[config.mk]
export PLATFORM = sky130hd
export DESIGN_NAME = uart_rx
export DESIGN_NICKNAME = d
export VERILOG_FILES = /design/src/rtl/uart_pkg.sv /design/src/rtl/uart_rx_tick.sv /design/src/rtl/uart_rx.sv
export SDC_FILE = /design/constraint.sdc
export NUM_CORES = 1
export LEC_CHECK = 0
export CELL_PAD_IN_SITES_DETAIL_PLACEMENT = 1
export CELL_PAD_IN_SITES_GLOBAL_PLACEMENT = 2
export CORE_MARGIN = 3
export CORE_UTILIZATION = 38
export DETAILED_ROUTE_END_ITERATION = 6
export PLACE_DENSITY_LB_ADDON = 0.1
export REMOVE_ABC_BUFFERS = 1
export SYNTH_ARGS = -nofsm -noshare
export SYNTH_HDL_FRONTEND = slang
export SYNTH_SLANG_ARGS = --single-unit
export TNS_END_PERCENT = 1
[constraint.sdc]
create_clock -name clock -period 2.8 [get_ports clock]
set_input_delay 0.56 -clock clock [delete_from_list [all_inputs] [get_ports clock]]
set_output_delay 0.56 -clock clock [all_outputs]
set_load 0.005 [all_outputs]
[src/rtl/uart_pkg.sv]
// Shared UART definitions: baud codes, divisor helper, parity codes, RX state enum.
package uart_pkg;

    // Baud select codes, shared with the transmit side
    localparam logic [1:0] BAUD_2400  = 2'b00;
    localparam logic [1:0] BAUD_4800  = 2'b01;
    localparam logic [1:0] BAUD_9600  = 2'b10;
    localparam logic [1:0] BAUD_19200 = 2'b11;

    localparam int unsigned BAUD_2400_HZ  = 2400;
    localparam int unsigned BAUD_4800_HZ  = 4800;
    localparam int unsigned BAUD_9600_HZ  = 9600;
    localparam int unsigned BAUD_19200_HZ = 19200;

    localparam int unsigned DEFAULT_CLK_HZ     = 50_000_000;
    localparam int unsigned DEFAULT_OVERSAMPLE = 16;

    // Parity select codes; 2'b11 is treated as no parity
    localparam logic [1:0] PAR_NONE     = 2'b00;
    localparam logic [1:0] PAR_ODD      = 2'b01;
    localparam logic [1:0] PAR_EVEN     = 2'b10;
    localparam logic [1:0] PAR_NONE_ALT = 2'b11;

    typedef enum logic [2:0] {
        RX_IDLE,
        RX_START,
        RX_DATA,
        RX_PARITY,
        RX_STOP,
        RX_BREAK
    } rx_state_t;

    // Oversample divisor, rounded to nearest: clk / (baud * oversample)
    function automatic logic [10:0] baud_div(input int unsigned clk_hz,
                                             input int unsigned baud_hz,
                                             input int unsigned os);
        int unsigned d;
        d = (clk_hz + (baud_hz * os) / 2) / (baud_hz * os);
        return d[10:0];
    endfunction

    // Divisors at the default 50 MHz clock: 1302, 651, 326, 163
    localparam logic [10:0] DIV_2400  = baud_div(DEFAULT_CLK_HZ, BAUD_2400_HZ,  DEFAULT_OVERSAMPLE);
    localparam logic [10:0] DIV_4800  = baud_div(DEFAULT_CLK_HZ, BAUD_4800_HZ,  DEFAULT_OVERSAMPLE);
    localparam logic [10:0] DIV_9600  = baud_div(DEFAULT_CLK_HZ, BAUD_9600_HZ,  DEFAULT_OVERSAMPLE);
    localparam logic [10:0] DIV_19200 = baud_div(DEFAULT_CLK_HZ, BAUD_19200_HZ, DEFAULT_OVERSAMPLE);

endpackage

[src/rtl/uart_rx_tick.sv]
// Oversample tick generator: counts 0..div-1 and pulses tick at div-1.
module uart_rx_tick (
    input  logic        clock,
    input  logic        reset,
    input  logic        clear,
    input  logic [10:0] div,
    output logic        tick
);

    logic [10:0] cnt;
    logic        at_end;

    assign at_end = (cnt == div - 11'd1);
    assign tick   = at_end && !clear;

    // Free-running divider, restarted by clear to align phase to the start edge
    always_ff @(posedge clock or posedge reset) begin
        if (reset) begin
            cnt <= '0;
        end else if (clear || at_end) begin
            cnt <= '0;
        end else begin
            cnt <= cnt + 11'd1;
        end
    end

endmodule

[src/rtl/uart_rx.sv]
// UART receiver: 16x oversampled 8N1 / 8-bit-plus-parity with per-frame error strobes.
module uart_rx
    import uart_pkg::*;
#(
    parameter int unsigned CLK_HZ     = DEFAULT_CLK_HZ,
    parameter int unsigned OVERSAMPLE = DEFAULT_OVERSAMPLE
) (
    input  logic       clock,
    input  logic       reset,
    input  logic [1:0] baud_rate,
    input  logic [1:0] parity_mode,
    input  logic       serial_in,
    output logic [7:0] data_out,
    output logic       data_valid,
    output logic       parity_error,
    output logic       frame_error,
    output logic       busy
);

    localparam logic [10:0] DIV0 = baud_div(CLK_HZ, BAUD_2400_HZ,  OVERSAMPLE);
    localparam logic [10:0] DIV1 = baud_div(CLK_HZ, BAUD_4800_HZ,  OVERSAMPLE);
    localparam logic [10:0] DIV2 = baud_div(CLK_HZ, BAUD_9600_HZ,  OVERSAMPLE);
    localparam logic [10:0] DIV3 = baud_div(CLK_HZ, BAUD_19200_HZ, OVERSAMPLE);

    logic        sync1, rx_s;
    rx_state_t   state, state_n;
    logic [3:0]  scnt, scnt_n;
    logic [2:0]  bcnt, bcnt_n;
    logic [7:0]  shreg, shreg_n;
    logic [10:0] div_q, div_n, div_sel;
    logic [1:0]  pmode_q, pmode_n;
    logic        perr_q, perr_n;
    logic [7:0]  data_n;
    logic        valid_n, perr_out_n, ferr_n;
    logic        tick, clear, parity_on;

    uart_rx_tick u_tick (
        .clock (clock),
        .reset (reset),
        .clear (clear),
        .div   (div_q),
        .tick  (tick)
    );

    assign parity_on = (pmode_q == PAR_ODD) || (pmode_q == PAR_EVEN);

    // Divisor lookup for the current baud select
    always_comb begin
        case (baud_rate)
            BAUD_2400:  div_sel = DIV0;
            BAUD_4800:  div_sel = DIV1;
            BAUD_9600:  div_sel = DIV2;
            default:    div_sel = DIV3;
        endcase
    end

    // Two-flop synchronizer on the RX pin, idles high
    always_ff @(posedge clock or posedge reset) begin
        if (reset) begin
            sync1 <= 1'b1;
            rx_s  <= 1'b1;
        end else begin
            sync1 <= serial_in;
            rx_s  <= sync1;
        end
    end

    // Next-state and next-output logic of the receive FSM
    always_comb begin
        state_n    = state;
        scnt_n     = tick ? scnt + 4'd1 : scnt;
        bcnt_n     = bcnt;
        shreg_n    = shreg;
        div_n      = div_q;
        pmode_n    = pmode_q;
        perr_n     = perr_q;
        data_n     = data_out;
        valid_n    = 1'b0;
        perr_out_n = 1'b0;
        ferr_n     = 1'b0;
        clear      = 1'b0;
        case (state)
            RX_IDLE: begin
                clear  = 1'b1;
                scnt_n = '0;
                if (!rx_s) begin
                    state_n = RX_START;
                    div_n   = div_sel;
                    pmode_n = parity_mode;
                    bcnt_n  = '0;
                    perr_n  = 1'b0;
                end
            end
            RX_START: begin
                if (tick && scnt == 4'd7) begin
                    if (!rx_s) begin
                        scnt_n  = '0;
                        state_n = RX_DATA;
                    end else begin
                        state_n = RX_IDLE;
                    end
                end
            end
            RX_DATA: begin
                if (tick && scnt == 4'd15) begin
                    shreg_n = {rx_s, shreg[7:1]};
                    bcnt_n  = bcnt + 3'd1;
                    if (bcnt == 3'd7) begin
                        state_n = parity_on ? RX_PARITY : RX_STOP;
                    end
                end
            end
            RX_PARITY: begin
                if (tick && scnt == 4'd15) begin
                    perr_n  = (((^shreg) ^ rx_s) != (pmode_q == PAR_ODD));
                    state_n = RX_STOP;
                end
            end
            RX_STOP: begin
                if (tick && scnt == 4'd15) begin
                    data_n     = shreg;
                    perr_out_n = perr_q;
                    if (rx_s) begin
                        valid_n = !perr_q;
                        state_n = RX_IDLE;
                    end else begin
                        ferr_n  = 1'b1;
                        state_n = RX_BREAK;
                    end
                end
            end
            RX_BREAK: begin
                if (rx_s) begin
                    state_n = RX_IDLE;
                end
            end
            default: state_n = RX_IDLE;
        endcase
    end

    // FSM state register
    always_ff @(posedge clock or posedge reset) begin
        if (reset) begin
            state <= RX_IDLE;
        end else begin
            state <= state_n;
        end
    end

    // Datapath and registered outputs
    always_ff @(posedge clock or posedge reset) begin
        if (reset) begin
            scnt         <= '0;
            bcnt         <= '0;
            shreg        <= '0;
            div_q        <= DIV3;
            pmode_q      <= PAR_NONE;
            perr_q       <= 1'b0;
            data_out     <= '0;
            data_valid   <= 1'b0;
            parity_error <= 1'b0;
            frame_error  <= 1'b0;
            busy         <= 1'b0;
        end else begin
            scnt         <= scnt_n;
            bcnt         <= bcnt_n;
            shreg        <= shreg_n;
            div_q        <= div_n;
            pmode_q      <= pmode_n;
            perr_q       <= perr_n;
            data_out     <= data_n;
            data_valid   <= valid_n;
            parity_error <= perr_out_n;
            frame_error  <= ferr_n;
            busy         <= (state_n != RX_IDLE);
        end
    end

endmodule

Word-level counts from Yosys, hierarchy flattened --
Index checks and enable logic that the tools add are counted.
Word-level totals: input port bits 7, logic and storage cells 88, bits in registers 57, output and inout bits 12
Operators by class: mux-type cells 32, bitwise gates (word level) 2, reduce and logical (&&, ||, !) cells 18, add/sub/neg operators 4, equality and inequality tests 17
Operators with widths (count):
- 3-bit 2-to-1 mux | 11
- 11-bit case mux with 3 select lines | 1
- 3-bit case mux with 6 select lines | 1
- 4-bit 2-to-1 mux | 3
- 11-bit by 1-bit adder with 11-bit output (second input constant) | 1
- 11-bit == test | 1
- 1-bit 2-to-1 mux | 11
- 11-bit 2-to-1 mux | 1
- 11-bit by 1-bit subtractor with 11-bit output (second input constant) | 1
- 3-bit == test (second input constant) | 3
- 4-bit case mux with 2 select lines | 1
- 8-bit XOR reduction | 1
- 3-bit by 2-bit == test with 1-bit output (second input constant) | 2
- 2-bit inequality test (second input constant) | 3
- 3-bit case mux with 2 select lines | 1
- 2-bit AND reduction | 3
- 3-bit AND reduction | 2
- 4-bit by 1-bit adder with 4-bit output (second input constant) | 1
- 2-bit by 1-bit == test with 1-bit output (second input constant) | 2
- 2-bit == test (second input constant) | 2
- 4-bit by 3-bit == test with 1-bit output (second input constant) | 1
- 4-bit == test (second input constant) | 1
- 2-bit nonzero test | 2
- 3-bit by 1-bit adder with 3-bit output (second input constant) | 1
- 12 further kinds | 16

Logic depth before layout (Yosys ltp) --
Gate-level depths: netlist of the first run.
depth after elaboration 8, depth in mapped cells 7, depth with buffers taken out 7

By module --
A second synthesis of the first run with hierarchy kept.
Second synthesis, totals: cells, all modules 262, area total of the unflattened synthesis 2865.2 sq um
Modules (own cells, without submodules):
- uart_rx | cells each 152, seq. area each 1031.0 sq um, times used 1, area each 1923.1 sq um
- uart_rx_tick | cells each 110, seq. area each 275.3 sq um, times used 1, area each 942.2 sq um

Worst setup path after synthesis of the first run --
OpenSTA, ideal clock, no wires.
path kind flip-flop to flip-flop, from reg u_tick.cnt[1], to reg data_out[0], setup slack 357 ps, period minus slack after synthesis 2443 ps, setup time 125 ps, buffers on the path 2, cell stages (with the launch flop) 8, arrival 2318 ps, required time 2675 ps, cell sequence dfrtp_1 -> or4b_1 -> a211oi_2 -> and4_1 -> buf_2 -> and3_1 -> buf_4 -> mux2_2
On the way: longest elaborated chain between the ends 4
Ends and longest elaborated chain:
- start, declared | RTL line uart_rx_tick.sv:10 | logic [10:0] cnt;
- start signal, assigned | RTL line uart_rx_tick.sv:23 | cnt <= cnt + 11'd1;
- 11-bit == test | RTL line uart_rx_tick.sv:13 | assign at_end = (cnt == div - 11'd1);
- 1-bit logical AND | RTL line uart_rx_tick.sv:14 | assign tick = at_end && !clear;
- 1-bit logical AND | RTL line uart_rx.sv:120 | if (tick && scnt == 4'd15) begin
- 2-bit AND reduction (no source line)
- end signal, assigned | RTL line uart_rx.sv:171 | data_out <= data_n;
- end, declared | RTL line uart_rx.sv:13 | output logic [7:0] data_out,
Every way passes these cells. A chain may end at the register's enable or synchronous reset.

Worst setup path after layout of the first run --
Ends and elaborated chain as after synthesis.

==> flow_summary.json, run 1 <==
{
  "outcome": "finished, final reports clean",
  "synth-seq-cells": 52,
  "power.leakage_nw": 1.316,
  "syn-instance-count": 229,
  "dr_total_vias": 1732,
  "core_mm2": 0.006096,
  "cts_setup_buffers": 0,
  "cts_max_path_buffers": 2,
  "required_ns": 2.99,
  "cts_sinks": 52,
  "syn_area_mm2": 0.002469,
  "holdPathEnd": "rx_s",
  "r2r_start": "u_tick.cnt[1]",
  "place.gp.congestion": 0.7456,
  "fin_setup_tns_ns": 0,
  "grt_max_degree": 30,
  "fin_worst_skew_ns": 0.007756,
  "track_usage_pct": 15.80,
  "seq_area_frac_synth_pct": 52.91,
  "finalMaxSlewViolations": 0,
  "end_kind": "register",
  "start_kind": "register",
  "synth-edff-count": 0,
  "row_count": 28,
  "rsz0062_at_grt": "false",
  "cap_viol_max_count": 0,
  "grt_overflow_total": 0,
  "synth_mux_area_share_pct": 7.299,
  "drt-pass1-iter-count": 4,
  "cts_resized": 0,
  "finalSetupViolCount": 0,
  "synth_cell_types": 46,
  "antenna_found_initial": 0,
  "die_w_um": 86.60,
  "synth-xor-area-share_pct": 7.451,
  "n_fill_cell": 699,
  "synthArstFlopShare_pct": 100.0,
  "ios": 19,
  "num_antenna_cells": 0,
  "fmax_ghz": 0.3989,
  "yosys.area_share.simple_pct": 20.53,
  "criticalPathCategory": "reg -> reg",
  "die_y_um": 86.60,
  "numCtsBuffers": 5,
  "synth_top_family_by_area": "simple AND/OR/NAND/NOR gates",
  "clock_latency_ns": 0.30,
  "hold-path-cell-count": 0,
  "ant_nets": 0,
  "drive_above_1_share_pct": 15.81,
  "syn_avg_cell_area_um2": 10.78,
  "power_density_mw_per_mm2": 569.4,
  "finalHoldViolCount": 0,
  "reg2reg_to": "data_out[0]",
  "wl_per_cell_um": 16.23,
  "place.port_buffers": 18,
  "initial_core_util_pct": 40.50,
  "area_growth_syn_to_layout_pct": 17.33,
  "ys_warn_count": 0,
  "fin_crit_sh_pct": 89.53,
  "max_slew.worst_pin.slew_ns": 0.5606,
  "synth_compound_area_share_pct": 7.045,
  "hold_buffers": 0,
  "cts_tree": "built",
  "wl_mm": 5.325,
  "grt_pass1_wl_mm": 9.294,
  "relSlewSlack_pct": 62.63,
  "ir_drop_mv": 0.2477,
  "die_area_mm2": 0.007500,
  "htree_levels": 2,
  "ff2ff_setup_slack_ns": 0.29,
  "min-delay-start": "sync1",
  "path_clk_slew_ns": 0.09,
  "fin_crit_ns": 2.507,
  "yosys.area_share.adder_pct": 2.534,
  "dp_hpwl_mm": 3.856,
  "worstRegToRegCells": 5,
  "hp-class": "reg -> reg",
  "synth_area_leaders": "dfrtp_1, mux2_2, dfstp_2",
  "post-synth-top-area-cell": "dfrtp_1",
  "grt_pass1_vias": 1840,
  "drc": 0,
  "synthFlopType": "dfrtp_1",
  "utilization_pct": 47.52,
  "nets": 264,
  "critPathArrivalTime_ns": 2.69,
  "crit_fanout": 10,
  "vias_per_cell": 5.280,
  "yosys.area.top_type_share_pct": 48.66,
  "drt_iter0_markers": 94,
  "cts_root_buf": "clkbuf_8"
}
-- metrics by stage --
step                power, mW  worst slack [ns]  area (um^2)  hold WS, ns  cells
global placement        1.062            0.3607         2764       0.3464    320
floorplan              0.9993            0.3000         2432       0.3452    221
CTS                     1.670            0.2444         2897       0.3632    328
finish                  1.649            0.2930         2897       0.3620    328
detailed placement      1.068            0.2682         2764       0.3496    320
global route            1.734            0.1480         2897       0.3655    328
-- metal layers --
layer  global-route usage (%)  part of all wire (%)
met5                        0                     0
met4                    3.824                  0.75
met3                    3.422                   2.4
met2                    23.78                    44
met1                    23.19                    52
-- cell families after synthesis --
| group | count (synthesis) |
|---|---|
| AND/OR/NAND/NOR | 96 |
| XOR/XNOR | 21 |
| flip-flops | 52 |
| buffers and inverters | 13 |
| multiplexers | 16 |
| adder cells (fa/ha/maj) | 5 |
| AO/OA/AOI/OAI | 26 |
-- critical path, cell delays in order, from the launching register on --
cell,delay [ns]
dfrtp_1,0.45
or4b_1,0.54
a211oi_2,0.30
and4_1,0.26
and3_1,0.45
mux2_2,0.39
-- cell usage in the layout, fill, tap and decap left out, drive strengths merged, types with 8 or more instances in the layout --
cell type,n
o21ai,8
dfrtp,48
nor2,18
clkdlybuf4s50,18
nand3,14
xnor2,10
nand2,27
mux2,16
xor2,11
-- registers in the layout (all words and copies together) (netlist names) --
name	cells
data_out	8
u_tick.cnt	11
parity_error	1
sync1	1
data_valid	1
bcnt	3
rx_s	1
scnt	4
state	3
busy	1
div_q	6
perr_q	1
frame_error	1
pmode_q	2
shreg	8
-- power breakdown --
| part | total [mW] | switching, mW | internal, mW |
|---|---|---|---|
| Clock | 0.598 | 0.241 | 0.357 |
| Sequential | 0.896 | 0.0853 | 0.811 |
| Combinational | 0.156 | 0.0797 | 0.0758 |
| Total | 1.65 | 0.406 | 1.24 |
-- synthesized netlist by cell type, types with 2 or more instances --
cell type  count
nor3_1         4
mux2_2        16
nand2_1       26
dfrtp_1       48
o21ai_0        8
a211o_1        2
inv_1          5
ha_1           5
nand3b_1       3
nor2_1        18
nand4_1        3
and4_1         2
buf_2          2
nand3_1       14
a31o_2         2
o31ai_1        2
dfstp_2        4
clkbuf_1       5
or3_1          4
a21oi_1        5
nand2b_1       3
and3_1         4
and2_1         2
xnor2_1       10
xor2_1        11
-- worst max path at each step --
stage | startpoint | endpoint | slack (ns) | cells past startpoint
after global routing | u_tick.cnt[1] | data_out[0] | 0.15 | 5
after detailed placement | u_tick.cnt[1] | data_out[0] | 0.27 | 5
after CTS | u_tick.cnt[1] | data_out[0] | 0.24 | 5
after floorplan | u_tick.cnt[1] | data_out[0] | 0.30 | 5
final | u_tick.cnt[1] | data_out[0] | 0.29 | 5
after global placement | u_tick.cnt[1] | data_out[0] | 0.36 | 5
-- final cells by class --
| cell class | instances | area [um^2] | area share, % |
|---|---|---|---|
| Sequential cell | 52 | 1306 | 45.10 |
| Multi-Input combinational cell | 164 | 1107 | 38.23 |
| Timing Repair Buffer | 24 | 237.7 | 8.207 |
| Tap cell | 75 | 93.84 | 3.240 |
| Clock buffer | 6 | 72.57 | 2.505 |
| Clock inverter | 2 | 60.06 | 2.073 |
| Inverter | 5 | 18.77 | 0.6479 |
Power figures use the tool's default switching activity.
==> run 2: changes to the inputs <==
--- a/config.mk
+++ b/config.mk
@@ -12,6 +12,7 @@
 export DETAILED_ROUTE_END_ITERATION = 6
 export PLACE_DENSITY_LB_ADDON = 0.1
 export REMOVE_ABC_BUFFERS = 1
+export SLEW_MARGIN = 25
 export SYNTH_ARGS = -nofsm -noshare
 export SYNTH_HDL_FRONTEND = slang
 export SYNTH_SLANG_ARGS = --single-unit
==> results of run 2 <==
No change in the layout: final DEF, timing and power equal those of run 1.
